File: src/rtl/ntt_pkg.sv
// Shared constants, FSM states and butterfly address helpers for the
// 256-point in-place NTT memory scheduler.
package ntt_pkg;

    localparam int unsigned N    = 256;
    localparam int unsigned LOGN = 8;
    localparam int unsigned HALF = 128;
    localparam int unsigned AW   = 8;
    localparam int unsigned SW   = 3;
    localparam int unsigned JW   = 7;

    typedef enum logic [1:0] {
        ST_IDLE  = 2'd0,
        ST_RUN   = 2'd1,
        ST_DRAIN = 2'd2,
        ST_DONE  = 2'd3
    } state_e;

    typedef struct packed {
        logic          valid;
        logic [AW-1:0] addr_a;
        logic [AW-1:0] addr_b;
    } bf_req_t;

    // Butterfly group index of butterfly j in stage s.
    function automatic logic [AW-1:0] bf_group(input logic [SW-1:0] s,
                                               input logic [JW-1:0] j);
        return AW'(j) >> (SW'(LOGN - 1) - s);
    endfunction

    // Operand pair addresses of butterfly j in stage s (valid always set).
    function automatic bf_req_t bf_addr(input logic [SW-1:0] s,
                                        input logic [JW-1:0] j);
        logic [AW-1:0] h;
        logic [AW-1:0] o;
        logic [AW-1:0] a;
        bf_req_t       r;
        h = AW'(HALF) >> s;
        o = AW'(j) & (h - AW'(1));
        a = (bf_group(s, j) << (4'(LOGN) - {1'b0, s})) | o;
        r.valid  = 1'b1;
        r.addr_a = a;
        r.addr_b = a + h;
        return r;
    endfunction

    // Twiddle ROM index of butterfly j in stage s.
    function automatic logic [AW-1:0] bf_twiddle(input logic [SW-1:0] s,
                                                 input logic [JW-1:0] j);
        return (AW'(1) << s) + bf_group(s, j);
    endfunction

endpackage

File: src/rtl/ntt_delay_line.sv
// Fixed-depth shift register carrying issued butterfly addresses to the
// write side once the butterfly pipeline result is available.
module ntt_delay_line
    import ntt_pkg::*;
#(
    parameter int unsigned DEPTH = 5
) (
    input  logic    clk,
    input  logic    rst_n,
    input  bf_req_t din,
    output bf_req_t dout
);

    bf_req_t pipe [DEPTH];

    always_ff @(posedge clk or negedge rst_n) begin
        if (!rst_n) begin
            for (int i = 0; i < int'(DEPTH); i++) begin
                pipe[i] <= '0;
            end
        end else begin
            pipe[0] <= din;
            for (int i = 1; i < int'(DEPTH); i++) begin
                pipe[i] <= pipe[i-1];
            end
        end
    end

    assign dout = pipe[DEPTH-1];

endmodule

File: src/rtl/ntt_mem_sched.sv
// Ping-pong BRAM sequencer for an in-place 256-point radix-2 NTT: issues one
// butterfly read per cycle on one bank and retires results into the other.
module ntt_mem_sched
    import ntt_pkg::*;
#(
    parameter int unsigned BF_LAT = 4
) (
    input  logic          clk,
    input  logic          rst_n,
    input  logic          start,
    output logic          busy,
    output logic          done,
    output logic [SW-1:0] stage,
    output logic          rd_bank,
    output logic          bf_valid,
    output logic [AW-1:0] tw_addr,
    output logic          b0_we,
    output logic          b1_we,
    output logic [AW-1:0] b0_addr_a,
    output logic [AW-1:0] b0_addr_b,
    output logic [AW-1:0] b1_addr_a,
    output logic [AW-1:0] b1_addr_b
);

    // One cycle of BRAM read latency ahead of the butterfly pipeline.
    localparam int unsigned D = BF_LAT + 1;

    state_e        state_q, state_d;
    logic [JW-1:0] cnt_q, cnt_d;
    logic [SW-1:0] stage_q, stage_d;
    logic          issue_c;

    bf_req_t       iss_c;
    bf_req_t       dly_in_c;
    bf_req_t       wr_c;
    logic [AW-1:0] tw_c;
    logic          rd_issue_q;
    logic [AW-1:0] tw_q;
    logic [AW-1:0] b0_a_c, b0_b_c, b1_a_c, b1_b_c;

    always_ff @(posedge clk or negedge rst_n) begin
        if (!rst_n) begin
            state_q <= ST_IDLE;
            cnt_q   <= '0;
            stage_q <= '0;
        end else begin
            state_q <= state_d;
            cnt_q   <= cnt_d;
            stage_q <= stage_d;
        end
    end

    // cnt is the butterfly index in RUN and the drain cycle count in DRAIN.
    always_comb begin
        state_d = state_q;
        cnt_d   = cnt_q;
        stage_d = stage_q;
        issue_c = 1'b0;
        case (state_q)
            ST_IDLE: begin
                if (start) begin
                    state_d = ST_RUN;
                    stage_d = '0;
                    cnt_d   = '0;
                end
            end
            ST_RUN: begin
                issue_c = 1'b1;
                if (cnt_q == JW'(HALF - 1)) begin
                    state_d = ST_DRAIN;
                    cnt_d   = '0;
                end else begin
                    cnt_d = cnt_q + JW'(1);
                end
            end
            ST_DRAIN: begin
                if (cnt_q == JW'(D - 1)) begin
                    cnt_d = '0;
                    if (stage_q == SW'(LOGN - 1)) begin
                        state_d = ST_DONE;
                    end else begin
                        state_d = ST_RUN;
                        stage_d = stage_q + SW'(1);
                    end
                end else begin
                    cnt_d = cnt_q + JW'(1);
                end
            end
            ST_DONE: begin
                state_d = ST_IDLE;
            end
            default: begin
                state_d = ST_IDLE;
            end
        endcase
    end

    always_comb begin
        iss_c    = bf_addr(stage_q, cnt_q);
        tw_c     = bf_twiddle(stage_q, cnt_q);
        dly_in_c = issue_c ? iss_c : '0;
    end

    ntt_delay_line #(
        .DEPTH (D)
    ) u_dly (
        .clk   (clk),
        .rst_n (rst_n),
        .din   (dly_in_c),
        .dout  (wr_c)
    );

    // Reads go to bank stage[0], writes to the other; idle ports park at 0.
    always_comb begin
        b0_a_c = '0;
        b0_b_c = '0;
        b1_a_c = '0;
        b1_b_c = '0;
        if (issue_c) begin
            if (stage_q[0]) begin
                b1_a_c = iss_c.addr_a;
                b1_b_c = iss_c.addr_b;
            end else begin
                b0_a_c = iss_c.addr_a;
                b0_b_c = iss_c.addr_b;
            end
        end
        if (wr_c.valid) begin
            if (stage_q[0]) begin
                b0_a_c = wr_c.addr_a;
                b0_b_c = wr_c.addr_b;
            end else begin
                b1_a_c = wr_c.addr_a;
                b1_b_c = wr_c.addr_b;
            end
        end
    end

    always_ff @(posedge clk or negedge rst_n) begin
        if (!rst_n) begin
            busy       <= 1'b0;
            done       <= 1'b0;
            rd_issue_q <= 1'b0;
            tw_q       <= '0;
            bf_valid   <= 1'b0;
            tw_addr    <= '0;
            b0_we      <= 1'b0;
            b1_we      <= 1'b0;
            b0_addr_a  <= '0;
            b0_addr_b  <= '0;
            b1_addr_a  <= '0;
            b1_addr_b  <= '0;
        end else begin
            busy       <= (state_q == ST_RUN) || (state_q == ST_DRAIN);
            done       <= (state_q == ST_DONE);
            rd_issue_q <= issue_c;
            tw_q       <= issue_c ? tw_c : '0;
            bf_valid   <= rd_issue_q;
            tw_addr    <= tw_q;
            b0_we      <= wr_c.valid & stage_q[0];
            b1_we      <= wr_c.valid & ~stage_q[0];
            b0_addr_a  <= b0_a_c;
            b0_addr_b  <= b0_b_c;
            b1_addr_a  <= b1_a_c;
            b1_addr_b  <= b1_b_c;
        end
    end

    assign stage   = stage_q;
    assign rd_bank = stage_q[0];

endmodule
File: config.mk
export PLATFORM = sky130hd
export DESIGN_NAME = ntt_mem_sched
export DESIGN_NICKNAME = d
export VERILOG_FILES = /design/src/rtl/ntt_pkg.sv /design/src/rtl/ntt_delay_line.sv /design/src/rtl/ntt_mem_sched.sv
export SDC_FILE = /design/constraint.sdc
export NUM_CORES = 1
export LEC_CHECK = 0
export CAP_MARGIN = 15
export CORE_MARGIN = 10
export CORE_UTILIZATION = 23
export DETAILED_ROUTE_END_ITERATION = 8
export GPL_TIMING_DRIVEN = 1
export SLEW_MARGIN = 0
export SYNTH_ARGS = -nofsm -noshare
export SYNTH_HDL_FRONTEND = slang
export SYNTH_SLANG_ARGS = --single-unit
File: constraint.sdc
create_clock -name clk -period 11.91 [get_ports clk]
set_clock_uncertainty 0.2 [all_clocks]
set_input_delay 2.9775 -clock clk [delete_from_list [all_inputs] [get_ports clk]]
set_output_delay 2.9775 -clock clk [all_outputs]
set_load 0.05 [all_outputs]
# After elaboration in Yosys (flattened, before gate mapping)
# Index checks and enable logic that the tools add are counted.
[totals]
reg_bits = 151
in_bits = 3
output_inout_bits = 49
word_cells = 95
[op_classes]
add_sub_neg = 7
n_eq_ne = 10
shifts = 4
n_mux = 32
n_bitwise = 5
n_reduce_logical = 7
[ops]
columns = ["operator", "n"]
rows = [
  ["2-to-1 mux 8 bit", 17],
  ["2-to-1 mux 7 bit", 3],
  ["case mux 7 bit (3 select lines)", 1],
  ["2-to-1 mux 17 bit", 1],
  ["adder 8 bit", 2],
  ["2-to-1 mux 3 bit", 3],
  ["bitwise AND 7 x 8 -> 8 bit", 1],
  ["2-to-1 mux 2 bit", 4],
  ["inequality test 2 bit, second input constant", 4],
  ["OR 8 bit", 1],
  ["case mux 2 bit (4 select lines)", 1],
  ["<< shifter 1 x 3 -> 8 bit, first input constant", 1],
  ["<< shifter 8 x 4 -> 8 bit", 1],
  ["right shift 7 x 3 -> 8 bit", 1],
  ["right shift 8 x 3 -> 8 bit, first input constant", 1],
  ["subtractor 8 x 1 -> 8 bit, second input constant", 1],
  ["adder 7 x 1 -> 7 bit, second input constant", 1],
  ["equality test 7 x 3 -> 1 bit, second input constant", 1],
  ["equality test 7 bit, second input constant", 1],
  ["case mux 3 bit (2 select lines)", 1],
  ["equality test 2 bit, second input constant", 2],
  ["AND reduction 4 bit", 1],
  ["subtractor 4 x 3 -> 4 bit, first input constant", 1],
  ["adder 3 x 1 -> 3 bit, second input constant", 1],
  ["12 further kinds", 13],
]

# Logic depth before layout (Yosys ltp)
[logic_depth]
depth_word = 9
mapped_depth = 17
depth_no_buf = 14

# Modules after synthesis
# Synthesis repeated with hierarchy kept, for this count alone.
[unflattened]
hier_cells = 534
hier_area_um2 = 6226.0
[by_module_without_submodules]
columns = ["mod", "instances", "cells_each", "area_each_um2", "seq_area_each_um2"]
rows = [
  ["ntt_mem_sched", 1, 432, 3971.3, 1651.6],
  ["ntt_delay_line", 1, 102, 2254.7, 2127.0],
]

# Least setup slack after synthesis
# OpenSTA, ideal clock, no wires.
[synth_timing]
kind = "register -> register"
start = "register stage_q[0] (netlist: stage[0])"
end = "register b1_addr_b[6]"
setup_time_ns = 0.122
t_arrival_ns = 3.992
required_time_ns = 11.588
path_slack_ns = 7.596
stages_incl_launch_ff = 16
n_path_buf = 2
period_less_slack_ns = 4.314
path_cell_list = "dfrtp_1 > buf_6 > clkinv_1 > clkbuf_1 > ha_1 > ha_1 > or3_1 > nor3_2 > mux2i_1 > ha_1 > or3_1 > o22ai_1 > o21bai_1 > a21oi_1 > xor2_1 > a32o_1"
[synth_between]
elab_chain_cells = 9
word_cells_on_any_way = 13
cone_classes = "4 x add/sub; 3 x shift; 4 x mux; 2 x bitwise"
[synth_rtl]
columns = ["item", "line_no", "rtl"]
rows = [
  ["from (decl)", "ntt_mem_sched.sv:30", "logic [SW-1:0] stage_q, stage_d;"],
  ["from (signal assigned)", "ntt_mem_sched.sv:49", "stage_q <= stage_d;"],
  ["subtractor 3 bit or right shift 8 x 3 -> 8 bit (tied branches)", "ntt_pkg.sv:28, ntt_pkg.sv:38", ""],
  ["right shift 7 x 3 -> 8 bit or subtractor 8 x 1 -> 8 bit (tied branches)", "ntt_pkg.sv:28, ntt_pkg.sv:39", ""],
  ["<< shifter 8 x 4 -> 8 bit or bitwise AND 7 x 8 -> 8 bit (tied branches)", "ntt_pkg.sv:40, ntt_pkg.sv:39", ""],
  ["OR 8 bit", "ntt_pkg.sv:40", "a = (bf_group(s, j) << (4'(LOGN) - {1'b0, s})) | o;"],
  ["adder 8 bit", "ntt_pkg.sv:43", "r.addr_b = a + h;"],
  ["2-to-1 mux 8 bit", "ntt_mem_sched.sv:120", "if (stage_q[0]) begin"],
  ["2-to-1 mux 8 bit", "ntt_mem_sched.sv:119", "if (issue_c) begin"],
  ["2-to-1 mux 8 bit", "ntt_mem_sched.sv:129", "if (stage_q[0]) begin"],
  ["2-to-1 mux 8 bit *", "ntt_mem_sched.sv:128", "if (wr_c.valid) begin"],
  ["net b1_b_c[6]", "ntt_mem_sched.sv:39", "logic [AW-1:0] b0_a_c, b0_b_c, b1_a_c, b1_b_c;"],
  ["to (signal assigned)", "ntt_mem_sched.sv:152", "b1_addr_b <= '0;"],
  ["to (signal assigned)", "ntt_mem_sched.sv:165", "b1_addr_b <= b1_b_c;"],
  ["to (decl)", "ntt_mem_sched.sv:22", "output logic [AW-1:0] b1_addr_b"],
]
# The timed path passes the listed nets; every way through them passes the cells marked *.
# A chain may end at the register's enable or synchronous reset.

# Worst setup path in the final report
[layout_timing]
start = "register stage_q[1] (netlist: stage[1])"
end = "output stage[1]"
[layout_rtl]
columns = ["item", "line_no", "rtl"]
rows = [
  ["to (decl)", "ntt_mem_sched.sv:13", "output logic [SW-1:0] stage,"],
]
# No word-level cell between the ends.

==> reports/qor.csv <==
metric,value,unit
synth-main-ff-cell,dfrtp_1,
wl_per_cell,14.9,um
die_area,33800,um2
dr.first_iter.drc_count,358,
cap_violations,0,
crit_path_cell_trace,clkdlybuf4s50_1,
synth.yosys.warnings,0,
r2r_setup_slack,7.34,ns
netlist_instances,520,
total_power,1.02,mW
nFillCells,2716,
ant_nets,0,
crit_path_end_kind,primary output,
reg2reg_depth,13,
synth-seq-cells,149,
crit_required,8.73,ns
wl,13600,um
ys_seq_area_share,60.3,%
synth_area,6180,um2
peakVddDrop,81.2,uV
dieHeight,184,um
syn_nets,551,
num_rows,59,
hold_depth,0,
clk_pin_slew,0.06,ns
vias,3937,
r2r-start,stage[1]$_DFFE_PN0P_,
clock_latency,0.42,ns
outcome,"complete, no violations",
worst_slew_pin_slew,1.04,ns
crit_family,buffers and inverters,
cts_resized,0,
ys_async_sr_fraction,100,%
track_usage,8.37,%
slew_headroom,30.6,%
tritoncts,yes,
synth_edf_count,0,
slew_violations,0,
setup.worst_path.start_class,register,
r2r-end,b1_addr_b[6]$_DFF_PN0_,
cts_setup_buffers,0,
area_growth,22.2,%
port-buffer-count,51,
antenna_found_initial,0,
p_leak,3.29,nW
clock_path_buffers,2,
grt_first_pass_wirelength,22200,um
drcViolationCount,0,
core,26300,um2
final.period_utilization,46.4,%
cp_slowest_cell,clkdlybuf4s50_1,
htree_levels,4,
max_freq,0.181,GHz
grt_max_degree,83,
max_stage_delay,0.99,ns
num_antenna_cells,0,
die_width,184,um
period_minus_slack,5.53,ns
ios,52,
yosysUniqueCellTypes,67,
critical_path_class,register to primary output,
pwr_density_cell,135,nW/um2
cts.sinks,149,
cp.arrival,2.35,ns
hold_buffers,0,
dp_hpwl,9480,um
min-delay-path-class,register to register,
avgSynthCellArea,11.9,um2
holdPathEnd,u_dly.pipe[55]$_DFF_PN0_,
rsz0062_at_grt,no,
dr.pass1.iters,5,
start_util,23.5,%
worst-path-buf-inv,1,
drive_above_1_share,8.84,%
gr-total-overflow,0,
numCtsBuffers,17,
nets,595,
tns,0,ns
grt_pass1_vias,4041,
finalSetupViolCount,0,
place.gp.congestion,0.822,
cts_root_buf,clkbuf_16,
hold_viol,0,
viasPerCell,4.32,
hp-start,u_dly.pipe[72]$_DFF_PN0_,
path_max_fanout,25,
[worst max path at each step]
stage                               from                endpoint  slack, ns  cells past startpoint
floorplan           stage[0]$_DFFE_PN0P_  b1_addr_b[6]$_DFF_PN0_       7.60                     15
global placement    stage[0]$_DFFE_PN0P_                 rd_bank       6.85                      2
detailed placement  stage[1]$_DFFE_PN0P_                stage[1]       6.83                      1
CTS                 stage[1]$_DFFE_PN0P_                stage[1]       6.36                      1
global route        stage[1]$_DFFE_PN0P_                stage[1]       6.26                      1
finish              stage[1]$_DFFE_PN0P_                stage[1]       6.38                      1
[flip-flops by register name, summed over array words and instances (netlist names), 7 cells and up]
register	count
u_dly.pipe	66
tw_addr	8
cnt_q	7
b1_addr_a	8
tw_q	8
u_dly.dout	17
b0_addr_a	8
b1_addr_b	8
b0_addr_b	8
[power breakdown]
part	switching, mW	internal [mW]
combinational	0.00925	0.000864
clock	0.225	0.275
sequential	0	0.506
[layout make-up]
class	count	area (um2)	area share (%)
flip-flops and latches	149	3730	49.4
multi-input cells	322	2230	29.5
repair buffers	55	542	7.17
clock buffers	17	425	5.63
well taps	335	419	5.55
clock inverters	15	134	1.77
inverters	19	71.3	0.944
[synthesized netlist by cell type (2+ instances only)]
library cell	n	share of area [%]
and3_1	8	0.81
a21o_1	3	0.36
a22oi_1	3	0.36
or3_1	2	0.20
a211oi_1	2	0.24
inv_1	18	1.1
nand2b_1	8	0.81
nand2_1	40	2.4
and2_1	14	1.4
a22o_1	15	2.1
ha_1	27	5.5
o211a_1	2	0.32
o211ai_1	4	0.49
o22ai_1	4	0.40
o31ai_1	4	0.49
and3b_1	2	0.28
mux2i_1	7	1.1
buf_2	5	0.40
o21a_1	7	0.85
dfrtp_1	149	60
xor2_1	7	0.99
a31o_2	2	0.28
buf_4	2	0.24
or2_2	2	0.20
nor3_1	3	0.24
nand3_1	21	1.7
xnor2_1	9	1.3
buf_6	3	0.55
a21oi_1	12	0.97
mux2_2	2	0.36
clkbuf_1	20	1.2
a32o_1	3	0.49
o21ai_0	39	3.2
nand4_1	2	0.20
nor2_1	21	1.3
o21ai_1	3	0.24
nor2b_1	15	1.5
[through the flow]
stage          instance area, um2  setup slack [ns]  util [%]  std cells  hold WS [ns]
2_1_floorplan                6180              7.60         -        520         0.131
3_3_place_gp                 6990              6.85      26.6        880         0.131
3_5_place_dp                 6990              6.83      26.6        880         0.135
4_1_cts                      7550              6.36      28.7        912         0.144
5_1_grt                      7550              6.26      28.7        912         0.151
6_report                     7550              6.38      28.7        912         0.143
[kinds of logic after synthesis]
group	Yosys count	synth area share, %
AO/OA/AOI/OAI	119	13.4
XOR/XNOR	16	2.27
adder cells (fa/ha/maj)	29	5.95
buffers and inverters	49	3.56
flip-flops	149	60.3
multiplexers	11	2.17
AND/OR/NAND/NOR	147	12.3
[cells in the final DEF (no fill, tap or decap), drive strengths merged, types with 3 or more instances in the layout]
master	synthesis	routed
buf	10	5
a32o	3	3
nand2b	8	8
o22ai	4	4
a211oi	3	3
nor3	4	4
nor2b	15	15
a22o	15	15
and3	8	8
mux2i	7	7
o31ai	4	4
nand2	40	40
xnor2	9	9
a22oi	3	3
nor2	21	21
clkbuf	20	17
a21o	3	3
o211ai	4	4
clkinv	1	4
xor2	7	7
inv	18	28
clkdlybuf4s50	0	50
mux2	3	3
a21oi	13	13
dfrtp	149	149
o21a	7	7
and2	16	16
nand3	21	21
o21ai	42	42
ha	27	27
[metal layers]
| layer | track usage [%] | routed length, um | up-vias |
|---|---|---|---|
| met2 | 11.6 | 6000 | 77 |
| met1 | 11.5 | 6760 | 1946 |
| met4 | 3.64 | 136 | 0 |
| met5 | 0 | 0 | - |
| met3 | 2.79 | 705 | 9 |
| li1 | - | - | 1905 |
Note: power is estimated with default switching activity, not from simulation.
